===== config.mk =====
export PLATFORM = sky130hd
export DESIGN_NAME = matrix_result_serializer_flat
export DESIGN_NICKNAME = d
export VERILOG_FILES = /design/src/rtl/matrix_pkg.sv /design/src/rtl/matrix_result_serializer_if.sv /design/src/rtl/matrix_result_serializer.sv /design/src/flat_wrapper.sv
export SDC_FILE = /design/constraint.sdc
export NUM_CORES = 1
export LEC_CHECK = 0
export CORE_MARGIN = 8
export CORE_UTILIZATION = 49
export DETAILED_ROUTE_END_ITERATION = 7
export GPL_TIMING_DRIVEN = 0
export PLACE_DENSITY = 0.86
export SETUP_SLACK_MARGIN = 0.1
export SLEW_MARGIN = 20
export SYNTH_ARGS = -nofsm -noshare
export SYNTH_HDL_FRONTEND = slang
export SYNTH_SLANG_ARGS = --single-unit
export TNS_END_PERCENT = 10

===== constraint.sdc =====
create_clock -name clk -period 4 [get_ports clk]
set_clock_uncertainty 0.2 [all_clocks]
set_input_delay 0.4 -clock clk [delete_from_list [all_inputs] [get_ports clk]]
set_output_delay 0.4 -clock clk [all_outputs]
set_load 0.03 [all_outputs]

===== src/rtl/matrix_pkg.sv =====
// Shared definitions for the matrix ALU datapath: op codes, element-count helpers
// and the result serializer state encoding.
package matrix_pkg;

  localparam logic [1:0] OP_ADD = 2'b00;
  localparam logic [1:0] OP_SUB = 2'b01;
  localparam logic [1:0] OP_MUL = 2'b10;
  localparam logic [1:0] OP_KRO = 2'b11;

  typedef enum logic [0:0] {
    ST_IDLE   = 1'b0,
    ST_STREAM = 1'b1
  } ser_state_e;

  // Elements produced by add/sub/mul: rows of A times columns of B.
  function automatic int ne_elem(input int a_rows, input int b_cols);
    return a_rows * b_cols;
  endfunction

  // Elements produced by the Kronecker product: both matrix sizes multiplied.
  function automatic int ne_full(input int a_rows, input int a_cols,
                                 input int b_rows, input int b_cols);
    return a_rows * a_cols * b_rows * b_cols;
  endfunction

endpackage


===== src/rtl/matrix_result_serializer_if.sv =====
// Capture/stream bundle between the matrix ALU, the result serializer and its
// narrow consumer. The serializer takes the slave modport.
interface matrix_result_serializer_if
  import matrix_pkg::*;
#(
  parameter int word_size     = 8,
  parameter int Amatrixrownum = 2,
  parameter int Amatrixcolnum = 2,
  parameter int Bmatrixrownum = 2,
  parameter int Bmatrixcolnum = 2
) ();

  localparam int NE_FULL = ne_full(Amatrixrownum, Amatrixcolnum, Bmatrixrownum, Bmatrixcolnum);
  localparam int CW      = NE_FULL * word_size;
  localparam int IW      = ($clog2(NE_FULL) > 0) ? $clog2(NE_FULL) : 1;

  logic                 start;
  logic [1:0]           op;
  logic [CW-1:0]        C;
  logic                 busy;
  logic [word_size-1:0] out_data;
  logic                 out_valid;
  logic                 out_ready;
  logic [IW-1:0]        out_index;
  logic                 out_last;

  modport master (
    output start, op, C, out_ready,
    input  busy, out_data, out_valid, out_index, out_last
  );

  modport slave (
    input  start, op, C, out_ready,
    output busy, out_data, out_valid, out_index, out_last
  );

endinterface


===== src/rtl/matrix_result_serializer.sv =====
// Captures one wide matrix ALU result and streams its valid elements out one word
// per valid/ready transfer. Optional MATRIX_SER_DROP_CNT_EN adds a dropped-start counter.
module matrix_result_serializer
  import matrix_pkg::*;
#(
  parameter int word_size     = 8,
  parameter int Amatrixrownum = 2,
  parameter int Amatrixcolnum = 2,
  parameter int Bmatrixrownum = 2,
  parameter int Bmatrixcolnum = 2
) (
  input  logic                      clk,
  input  logic                      resetn,
  matrix_result_serializer_if.slave bus
`ifdef MATRIX_SER_DROP_CNT_EN
  ,
  output logic [7:0]                drop_cnt
`endif
);

  localparam int NE_FULL = ne_full(Amatrixrownum, Amatrixcolnum, Bmatrixrownum, Bmatrixcolnum);
  localparam int NE_ELEM = ne_elem(Amatrixrownum, Bmatrixcolnum);
  localparam int CW      = NE_FULL * word_size;
  localparam int IW      = ($clog2(NE_FULL) > 0) ? $clog2(NE_FULL) : 1;

  ser_state_e                          state_q;
  logic [NE_FULL-1:0][word_size-1:0]   cap_q;
  logic [IW-1:0]                       last_idx_q;
  logic                                busy_q;
  logic                                out_valid_q;
  logic                                out_last_q;
  logic [word_size-1:0]                out_data_q;
  logic [IW-1:0]                       out_index_q;

  logic [IW-1:0]                       last_idx_d;
  logic [IW-1:0]                       idx_inc_d;
  logic [word_size-1:0]                elem_next_d;

  // Count target for a new capture and the element that follows the current one.
  always_comb begin
    last_idx_d  = IW'(NE_ELEM - 1);
    idx_inc_d   = out_index_q + IW'(1);
    elem_next_d = cap_q[idx_inc_d];
    if (bus.op == OP_KRO) begin
      last_idx_d = IW'(NE_FULL - 1);
    end else begin
      last_idx_d = IW'(NE_ELEM - 1);
    end
  end

  // Capture/stream FSM; every output is a register so the consumer sees clean timing.
  always_ff @(posedge clk or negedge resetn) begin
    if (!resetn) begin
      state_q     <= ST_IDLE;
      cap_q       <= '0;
      last_idx_q  <= '0;
      busy_q      <= 1'b0;
      out_valid_q <= 1'b0;
      out_last_q  <= 1'b0;
      out_data_q  <= '0;
      out_index_q <= '0;
    end else begin
      case (state_q)
        ST_IDLE: begin
          if (bus.start) begin
            cap_q       <= bus.C;
            last_idx_q  <= last_idx_d;
            state_q     <= ST_STREAM;
            busy_q      <= 1'b1;
            out_valid_q <= 1'b1;
            out_index_q <= '0;
            out_data_q  <= bus.C[word_size-1:0];
            out_last_q  <= (last_idx_d == IW'(0));
          end
        end
        ST_STREAM: begin
          // Starts arriving here are ignored; cap_q only loads from IDLE.
          if (bus.out_ready) begin
            if (out_index_q == last_idx_q) begin
              state_q     <= ST_IDLE;
              busy_q      <= 1'b0;
              out_valid_q <= 1'b0;
              out_last_q  <= 1'b0;
            end else begin
              out_index_q <= idx_inc_d;
              out_data_q  <= elem_next_d;
              out_last_q  <= (idx_inc_d == last_idx_q);
            end
          end
        end
        default: begin
          state_q     <= ST_IDLE;
          busy_q      <= 1'b0;
          out_valid_q <= 1'b0;
          out_last_q  <= 1'b0;
        end
      endcase
    end
  end

  assign bus.busy      = busy_q;
  assign bus.out_valid = out_valid_q;
  assign bus.out_last  = out_last_q;
  assign bus.out_data  = out_data_q;
  assign bus.out_index = out_index_q;

`ifdef MATRIX_SER_DROP_CNT_EN
  logic [7:0] drop_cnt_q;

  // Saturating count of starts that arrive while a result is still streaming.
  always_ff @(posedge clk or negedge resetn) begin
    if (!resetn) begin
      drop_cnt_q <= 8'd0;
    end else if (bus.start && (state_q == ST_STREAM) && (drop_cnt_q != 8'hFF)) begin
      drop_cnt_q <= drop_cnt_q + 8'd1;
    end
  end

  assign drop_cnt = drop_cnt_q;
`endif

endmodule

===== src/flat_wrapper.sv =====
// flat-port wrapper written by rule: the top's interface ports become plain ports
module matrix_result_serializer_flat import matrix_pkg::*;
#(
  parameter int word_size     = 8,
  parameter int Amatrixrownum = 2,
  parameter int Amatrixcolnum = 2,
  parameter int Bmatrixrownum = 2,
  parameter int Bmatrixcolnum = 2
)
  (clk, resetn, bus_start, bus_op, bus_C, bus_out_ready, bus_busy, bus_out_data, bus_out_valid, bus_out_index, bus_out_last);
  matrix_result_serializer_if #(.word_size(word_size), .Amatrixrownum(Amatrixrownum), .Amatrixcolnum(Amatrixcolnum), .Bmatrixrownum(Bmatrixrownum), .Bmatrixcolnum(Bmatrixcolnum)) bus_i ();
  input  logic clk;
  input  logic resetn;
  input wire logic [$bits(bus_i.start)-1:0] bus_start;
  input wire logic [$bits(bus_i.op)-1:0] bus_op;
  input wire logic [$bits(bus_i.C)-1:0] bus_C;
  input wire logic [$bits(bus_i.out_ready)-1:0] bus_out_ready;
  output wire logic [$bits(bus_i.busy)-1:0] bus_busy;
  output wire logic [$bits(bus_i.out_data)-1:0] bus_out_data;
  output wire logic [$bits(bus_i.out_valid)-1:0] bus_out_valid;
  output wire logic [$bits(bus_i.out_index)-1:0] bus_out_index;
  output wire logic [$bits(bus_i.out_last)-1:0] bus_out_last;
  assign bus_i.start = bus_start;
  assign bus_i.op = bus_op;
  assign bus_i.C = bus_C;
  assign bus_i.out_ready = bus_out_ready;
  assign bus_busy = bus_i.busy;
  assign bus_out_data = bus_i.out_data;
  assign bus_out_valid = bus_i.out_valid;
  assign bus_out_index = bus_i.out_index;
  assign bus_out_last = bus_i.out_last;
  matrix_result_serializer #(.word_size(word_size), .Amatrixrownum(Amatrixrownum), .Amatrixcolnum(Amatrixcolnum), .Bmatrixrownum(Bmatrixrownum), .Bmatrixcolnum(Bmatrixcolnum)) u_core (.clk(clk), .resetn(resetn), .bus(bus_i));
endmodule

==> flow_metrics.env <==
export IMPL_timing_slew_headroom_pct=54.02
export IMPL_dp_hpwl_um=13680
export IMPL_postRouteWirelength_um=18640
export IMPL_global_route_overflow_total=0
export IMPL_synth_commonest_cells="391 x sky130_fd_sc_hd__nand2_1, 145 x sky130_fd_sc_hd__dfrtp_1, 30 x sky130_fd_sc_hd__clkbuf_1, 23 x sky130_fd_sc_hd__mux4_2, 16 x sky130_fd_sc_hd__a211oi_1"
export IMPL_synth_area_mux_share_pct=12.49
export IMPL_crit_top_cell="sky130_fd_sc_hd__a211oi_1"
export IMPL_syn_inst=687
export IMPL_critical_path_slowest_cell="sky130_fd_sc_hd__clkbuf_1"
export IMPL_number_of_antenna_violations_at_the_first_check_in_global_routing=0
export IMPL_average_cell_area_after_synthesis_sq_um=9.729
export IMPL_worst_ep_required_time_ns=4.11
export IMPL_cts_path_max_buffers=2
export IMPL_crit_path_max_fanout=10
export IMPL_final_fill_count=1034
export IMPL_post_detailed_route_wirelength_per_cell_um=17.85
export IMPL_detail_route_first_pass_iterations=4
export IMPL_die_w_um=132.8
export IMPL_irDropWorstVdd_uv=406.9
export IMPL_clkSinkCount=145
export IMPL_netlist_area_sq_um=6684
export IMPL_placedCellCount=1012
export IMPL_total_leakage_power_uw=0.004346
export IMPL_min_delay_path_class="input port to async pin"
export IMPL_yosysWarningCount=0
export IMPL_num_vias=5514
export IMPL_reg2regPathDepth=7
export IMPL_fp_dieArea_sq_um=17630
export IMPL_finalCriticalPeriod_ns=2.939
export IMPL_boundaryPins=149
export IMPL_cts_hold_buffers_added=1
export IMPL_critical_path_top_delay_family="buffers and inverters"
export IMPL_yosysMostFrequentCell="sky130_fd_sc_hd__nand2_1"
export IMPL_clock_insertion_delay_worst_skew_ns=0.42
export IMPL_tightest_slew_ns=0.6897
export IMPL_ys_ff_latch=145
export IMPL_starting_density_of_the_core_pct=50.27
export IMPL_first_iter_violations=380
export IMPL_worst_ep_arrival_time_ns=3.04
export IMPL_antenna_diode_count=0
export IMPL_netlist_area_leader_share_pct=54.29
export IMPL_finalSetupViolCount=0
export IMPL_cts_buffers_inserted=17
export IMPL_synth_edf_count=0
export IMPL_mappedNetlistNets=822
export IMPL_crit_buf_inv=2
export IMPL_complex_gate_fraction_of_the_synthesized_area_pct=4.043
export IMPL_dpl_instance_area_sq_um=8418
export IMPL_asyncSetResetFlopFracSynth_pct=100.0
export IMPL_chipHeight_um=132.8
export IMPL_post_synth_fa_ha_maj_area_fraction_pct=0.1872
export IMPL_period_share_pct=73.47
export IMPL_fmax_mhz=340.3
export IMPL_grtUsageTotal_pct=21.61
export IMPL_via_count_of_the_first_global_routing_pass=5932
export IMPL_largest_cells_by_area_after_synthesis="sky130_fd_sc_hd__dfrtp_1 54%, sky130_fd_sc_hd__nand2_1 22%, sky130_fd_sc_hd__mux4_2 7.7%"
export IMPL_synth_seq_area_share_pct=54.29
export IMPL_drc=0
export IMPL_globalplace_congestion=0.8192
export IMPL_post_synth_top_area_cell="sky130_fd_sc_hd__dfrtp_1"
export IMPL_cts_resized=0
export IMPL_dominant_combinational_cell_family_by_area_after_synthesis="simple AND/OR/NAND/NOR gates"
export IMPL_crit_path_start_kind="register"
export IMPL_post_cts_repair_setup_buffers=0
export IMPL_max_cap_violations=0
export IMPL_path_class="register to register"
export IMPL_numPortBuffers=148
export IMPL_synth_xor_xnor_area_share_pct=0.6552
export IMPL_worst_path_stages=7
export IMPL_clock_tree_root_cell="sky130_fd_sc_hd__clkbuf_16"
export IMPL_status="completed"
export IMPL_worst_setup_path_end_kind="register"
export IMPL_cts_tree="yes"
export IMPL_wire_length_of_the_first_global_routing_pass_um=29820
export IMPL_simple_gate_portion_of_the_synthesized_area_pct=24.34
export IMPL_area_overhead_vs_synth_pct=34.22
export IMPL_detail_route_antenna_nets=0
export IMPL_post_synth_num_cell_types=35
export IMPL_grt_start_max_net_pins=103
export IMPL_powerDensity_nw_per_um2=799.6
export IMPL_clk_transition_reported_paths_ns=0.06
export IMPL_crit_chain="ha_1 -> clkbuf_8 -> clkbuf_1 -> mux4_2 -> a211oi_1 -> a211oi_1 -> a221o_1"
export IMPL_ctsHtreeMaxLevel=4
export IMPL_share_of_cells_above_drive_strength_1_pct=7.949
export IMPL_fp_coreArea_sq_um=13300
export IMPL_hold_viol_final=0
export IMPL_crit_path_max_incr_delay_ns=0.54
export IMPL_layout_cell_area_non_filler_sq_um=8971
export IMPL_maxSlewViolCount=0
export IMPL_fin_hold_ws_ns=0.2446
export IMPL_finalNonFillerCells=1044
export IMPL_detail_route_vias_per_cell=5.282
export IMPL_rows=42
export IMPL_synthFlopType="sky130_fd_sc_hd__dfrtp_1"
export IMPL_design_final_nets=991
export IMPL_grt_setup_unrepaired="false"
## state kept, by name, summed over array words and instances, names as in the netlist
register	flops
u_core.bus.busy	1
u_core.bus.out_data	8
u_core.bus.out_index	4
u_core.bus.out_last	1
u_core.cap_q	128
u_core.last_idx_q	2
u_core.state_q	1
## placed cells by master (no fill, tap or decap), types with 2 or more instances in the layout
cell	instances
sky130_fd_sc_hd__o21ai_0	2
sky130_fd_sc_hd__nand2b_1	2
sky130_fd_sc_hd__buf_6	6
sky130_fd_sc_hd__mux4_2	23
sky130_fd_sc_hd__a211oi_1	16
sky130_fd_sc_hd__nor2b_1	9
sky130_fd_sc_hd__clkinv_2	3
sky130_fd_sc_hd__clkbuf_8	4
sky130_fd_sc_hd__nand3_1	3
sky130_fd_sc_hd__mux4_1	9
sky130_fd_sc_hd__clkbuf_1	36
sky130_fd_sc_hd__buf_4	4
sky130_fd_sc_hd__nand2_1	391
sky130_fd_sc_hd__dfrtp_1	145
sky130_fd_sc_hd__buf_8	2
sky130_fd_sc_hd__nor3_1	2
sky130_fd_sc_hd__clkdlybuf4s50_1	147
sky130_fd_sc_hd__clkbuf_16	17
sky130_fd_sc_hd__mux2i_1	8
sky130_fd_sc_hd__a221o_1	8
sky130_fd_sc_hd__a21oi_1	2
sky130_fd_sc_hd__nor2_1	9
## cell families after synthesis
kind of cell | Yosys count
compound gates | 34
xor+xnor | 2
fa+ha+maj | 1
buf+inv | 45
flops | 145
mux | 40
simple gates | 420
## power by group
group	internal [uW]	switching, uW
Sequential	2150	422
Clock	898	571
Combinational	1490	1640
Total	4540	2640
## cell type report
type | instances | area [sq um] | area share, %
tap | 176 | 220.2 | 2.455
clock buffer | 26 | 489.2 | 5.453
multi-input combinational | 497 | 2788 | 31.07
clock inverter | 5 | 53.80 | 0.5997
sequential | 145 | 3628 | 40.45
buffer | 44 | 264.0 | 2.943
inverter | 1 | 3.754 | 0.04184
timing repair buffer | 150 | 1524 | 16.99
## worst register-to-register path, stage by stage, from the launching register on
cell and delay, ns:
sky130_fd_sc_hd__dfrtp_1 0.48, sky130_fd_sc_hd__ha_1 0.34, sky130_fd_sc_hd__clkbuf_8 0.18, sky130_fd_sc_hd__clkbuf_1 0.55, sky130_fd_sc_hd__mux4_2 0.42, sky130_fd_sc_hd__a211oi_1 0.31
sky130_fd_sc_hd__a211oi_1 0.09, sky130_fd_sc_hd__a221o_1 0.27
## final timing paths
kind                                          from  slack (ns)                      to
setup / recovery           u_core.bus.out_index[0]        1.06  u_core.bus.out_data[6]
hold / removal                              resetn        0.24       u_core.cap_q[109]
setup reg to reg           u_core.bus.out_index[0]        1.06  u_core.bus.out_data[6]
hold reg to reg                   u_core.cap_q[79]        0.27        u_core.cap_q[79]
max in group asynchronous                   resetn        2.55  u_core.bus.out_data[1]
min in group clk                  u_core.cap_q[79]        0.27        u_core.cap_q[79]
## routing by layer
metal	global-route usage [%]	wire [um]	vias to the layer above
met3	5.110	1114	49
met4	9.905	538	0
met1	26.11	7676	2669
met5	0	0	-
li1	-	-	2571
met2	35.92	9311	225
## through the flow
stage | total power, uW | utilization (%) | setup slack [ns] | TNS [ns]
6_report | 7173 | 67.48 | 1.061 | 0
5_1_grt | 7605 | 67.48 | 0.9809 | 0
4_1_cts | 7190 | 67.48 | 1.066 | 0
3_5_place_dp | 5688 | 63.32 | 1.076 | 0
3_3_place_gp | 5544 | 63.07 | -3.294 | -476.00
2_1_floorplan | 4648 | - | 1.477 | 0
Note: power is estimated with default switching activity, not from simulation.
==> RTL edit: new RTL, same flow settings <==
`Bmatrixcolnum` is set to 2 in 3 places; all go to 4.
--- a/src/rtl/matrix_result_serializer_if.sv
+++ b/src/rtl/matrix_result_serializer_if.sv
@@ -7,7 +7,7 @@
   parameter int Amatrixrownum = 2,
   parameter int Amatrixcolnum = 2,
   parameter int Bmatrixrownum = 2,
-  parameter int Bmatrixcolnum = 2
+  parameter int Bmatrixcolnum = 4
 ) ();
 
   localparam int NE_FULL = ne_full(Amatrixrownum, Amatrixcolnum, Bmatrixrownum, Bmatrixcolnum);
--- a/src/rtl/matrix_result_serializer.sv
+++ b/src/rtl/matrix_result_serializer.sv
@@ -7,7 +7,7 @@
   parameter int Amatrixrownum = 2,
   parameter int Amatrixcolnum = 2,
   parameter int Bmatrixrownum = 2,
-  parameter int Bmatrixcolnum = 2
+  parameter int Bmatrixcolnum = 4
 ) (
   input  logic                      clk,
   input  logic                      resetn,
--- a/src/flat_wrapper.sv
+++ b/src/flat_wrapper.sv
@@ -5,7 +5,7 @@
   parameter int Amatrixrownum = 2,
   parameter int Amatrixcolnum = 2,
   parameter int Bmatrixrownum = 2,
-  parameter int Bmatrixcolnum = 2
+  parameter int Bmatrixcolnum = 4
 )
   (clk, resetn, bus_start, bus_op, bus_C, bus_out_ready, bus_busy, bus_out_data, bus_out_valid, bus_out_index, bus_out_last);
   matrix_result_serializer_if #(.word_size(word_size), .Amatrixrownum(Amatrixrownum), .Amatrixcolnum(Amatrixcolnum), .Bmatrixrownum(Bmatrixrownum), .Bmatrixcolnum(Bmatrixcolnum)) bus_i ();
Interface: changed (resized bus_C and bus_out_index); port bits go from 149 to 278. The function was not compared with the original's and may differ.
==> RTL edit against the original RTL <==
  * Sequential cell count rose by 129
  * Routed wire length up 130%
  * Final cell count rose by 94%
  * Setup slack got worse by 0.53 ns
  * Area after synthesis grew 90%
  * Cell area up 89%
  * Power rose by 90%
  * Critical path type unchanged
  * Critical endpoint is now u_core.bus.out_data[2]
  * Largest power group unchanged
==> RTL edit: results (changes against the original RTL) <==
| Metric | Value |
|---|---|
| Status | `completed (unchanged)` |
| Met1 usage | `34.8% (was 26.1%)` |
| Peak VDD IR | `603 uV (was 407 uV)` |
| H-tree depth | `1 (was 4)` |
| Mapped Avg Cell Area | `9.36 um^2 (was 9.73 um^2)` |
| Worst Tran Pin Value | `1.11 ns (was 0.690 ns)` |
| Commonest cells in the netlist | `nand2_1 (789), dfrtp_1 (274), clkbuf_1 (65) (was nand2_1 (391), dfrtp_1 (145), clkbuf_1 (30))` |
| CTS max path bufs | `3 (was 2)` |
| Post-place setup slack | `0.599 ns (was 1.08 ns)` |
| R2R Path End | `u_core.bus.out_data[2] (was u_core.bus.out_data[6])` |
| Detailed placement HPWL | `31.7 mm (was 13.7 mm)` |
| Via count | `11252 (was 5514)` |
| Number of global-route vias before repair | `11893 (was 5932)` |
| Synth top area cells | `dfrtp_1 (54%), nand2_1 (23%), mux4_2 (9.9%) (was dfrtp_1 (54%), nand2_1 (22%), mux4_2 (7.7%))` |
| Worst min path class | `in2reg (was in2async)` |
| Placed Cells | `1972 (was 1012)` |
| Clk network pwr share | `19.7% (was 20.5%)` |
| Final nets | `1931 (was 991)` |
| Reg-to-Reg Start | `u_core.bus.out_index[1] (was u_core.bus.out_index[0])` |
| Routed wl met3 | `3.59 mm (was 1.11 mm)` |
| RD Place Congestion | `0.906 (was 0.819)` |
| Register area share after synthesis | `53.9% (was 54.3%)` |
| Vias per inst | `5.56 (was 5.28)` |
| Cell Area, Placed | `16000 um^2 (was 8420 um^2)` |
| Max incr delay on CP | `0.86 ns (was 0.54 ns)` |
| Grt met2 use | `44.4% (was 35.9%)` |
| Largest net degree at the start of global routing | `104 (was 103)` |
| Post-synth net total | `1621 (was 822)` |
| Reg2reg setup slack | `0.53 ns (was 1.06 ns)` |
-- RTL edit: changes by cell type in the layout (fill, tap and decap cells not counted), moves of 8 or more --
cell / change
mux2i_1: +14
inv_1: +9
a221o_1: -8
o22ai_1: +8
buf_2: +8
dfrtp_1: +129
o21ai_0: +22
nand2_1: +398
clkbuf_1: +33
mux4_2: +33
clkbuf_16: +12
clkdlybuf4s50_1: +129
a211oi_1: -16
-- RTL edit: logic make-up (layout without fill, tap and decap cells) --
family	count (synthesis)	after routing	share of synthesized area (%)
AOI/OAI and AO/OA	66	66	3.60
xor gates and xnor gates	3	3	0.207
adders and majority gates	1	1	0.0984
buffers and inverters	98	428	3.60
DFF	274	274	53.9
muxes	89	89	13.6
and+or+nand+nor	827	827	25.0
-- RTL edit: cell type report --
class	count	area, um^2	area share [%]
inverters	10	37.5	0.222
repair buffers	280	2840	16.8
multi-input cells	986	5400	31.9
flip-flops and latches	274	6860	40.5
plain buffers	88	420	2.48
clock buffers	40	837	4.95
clock inverters	10	103	0.606
well taps	335	419	2.48
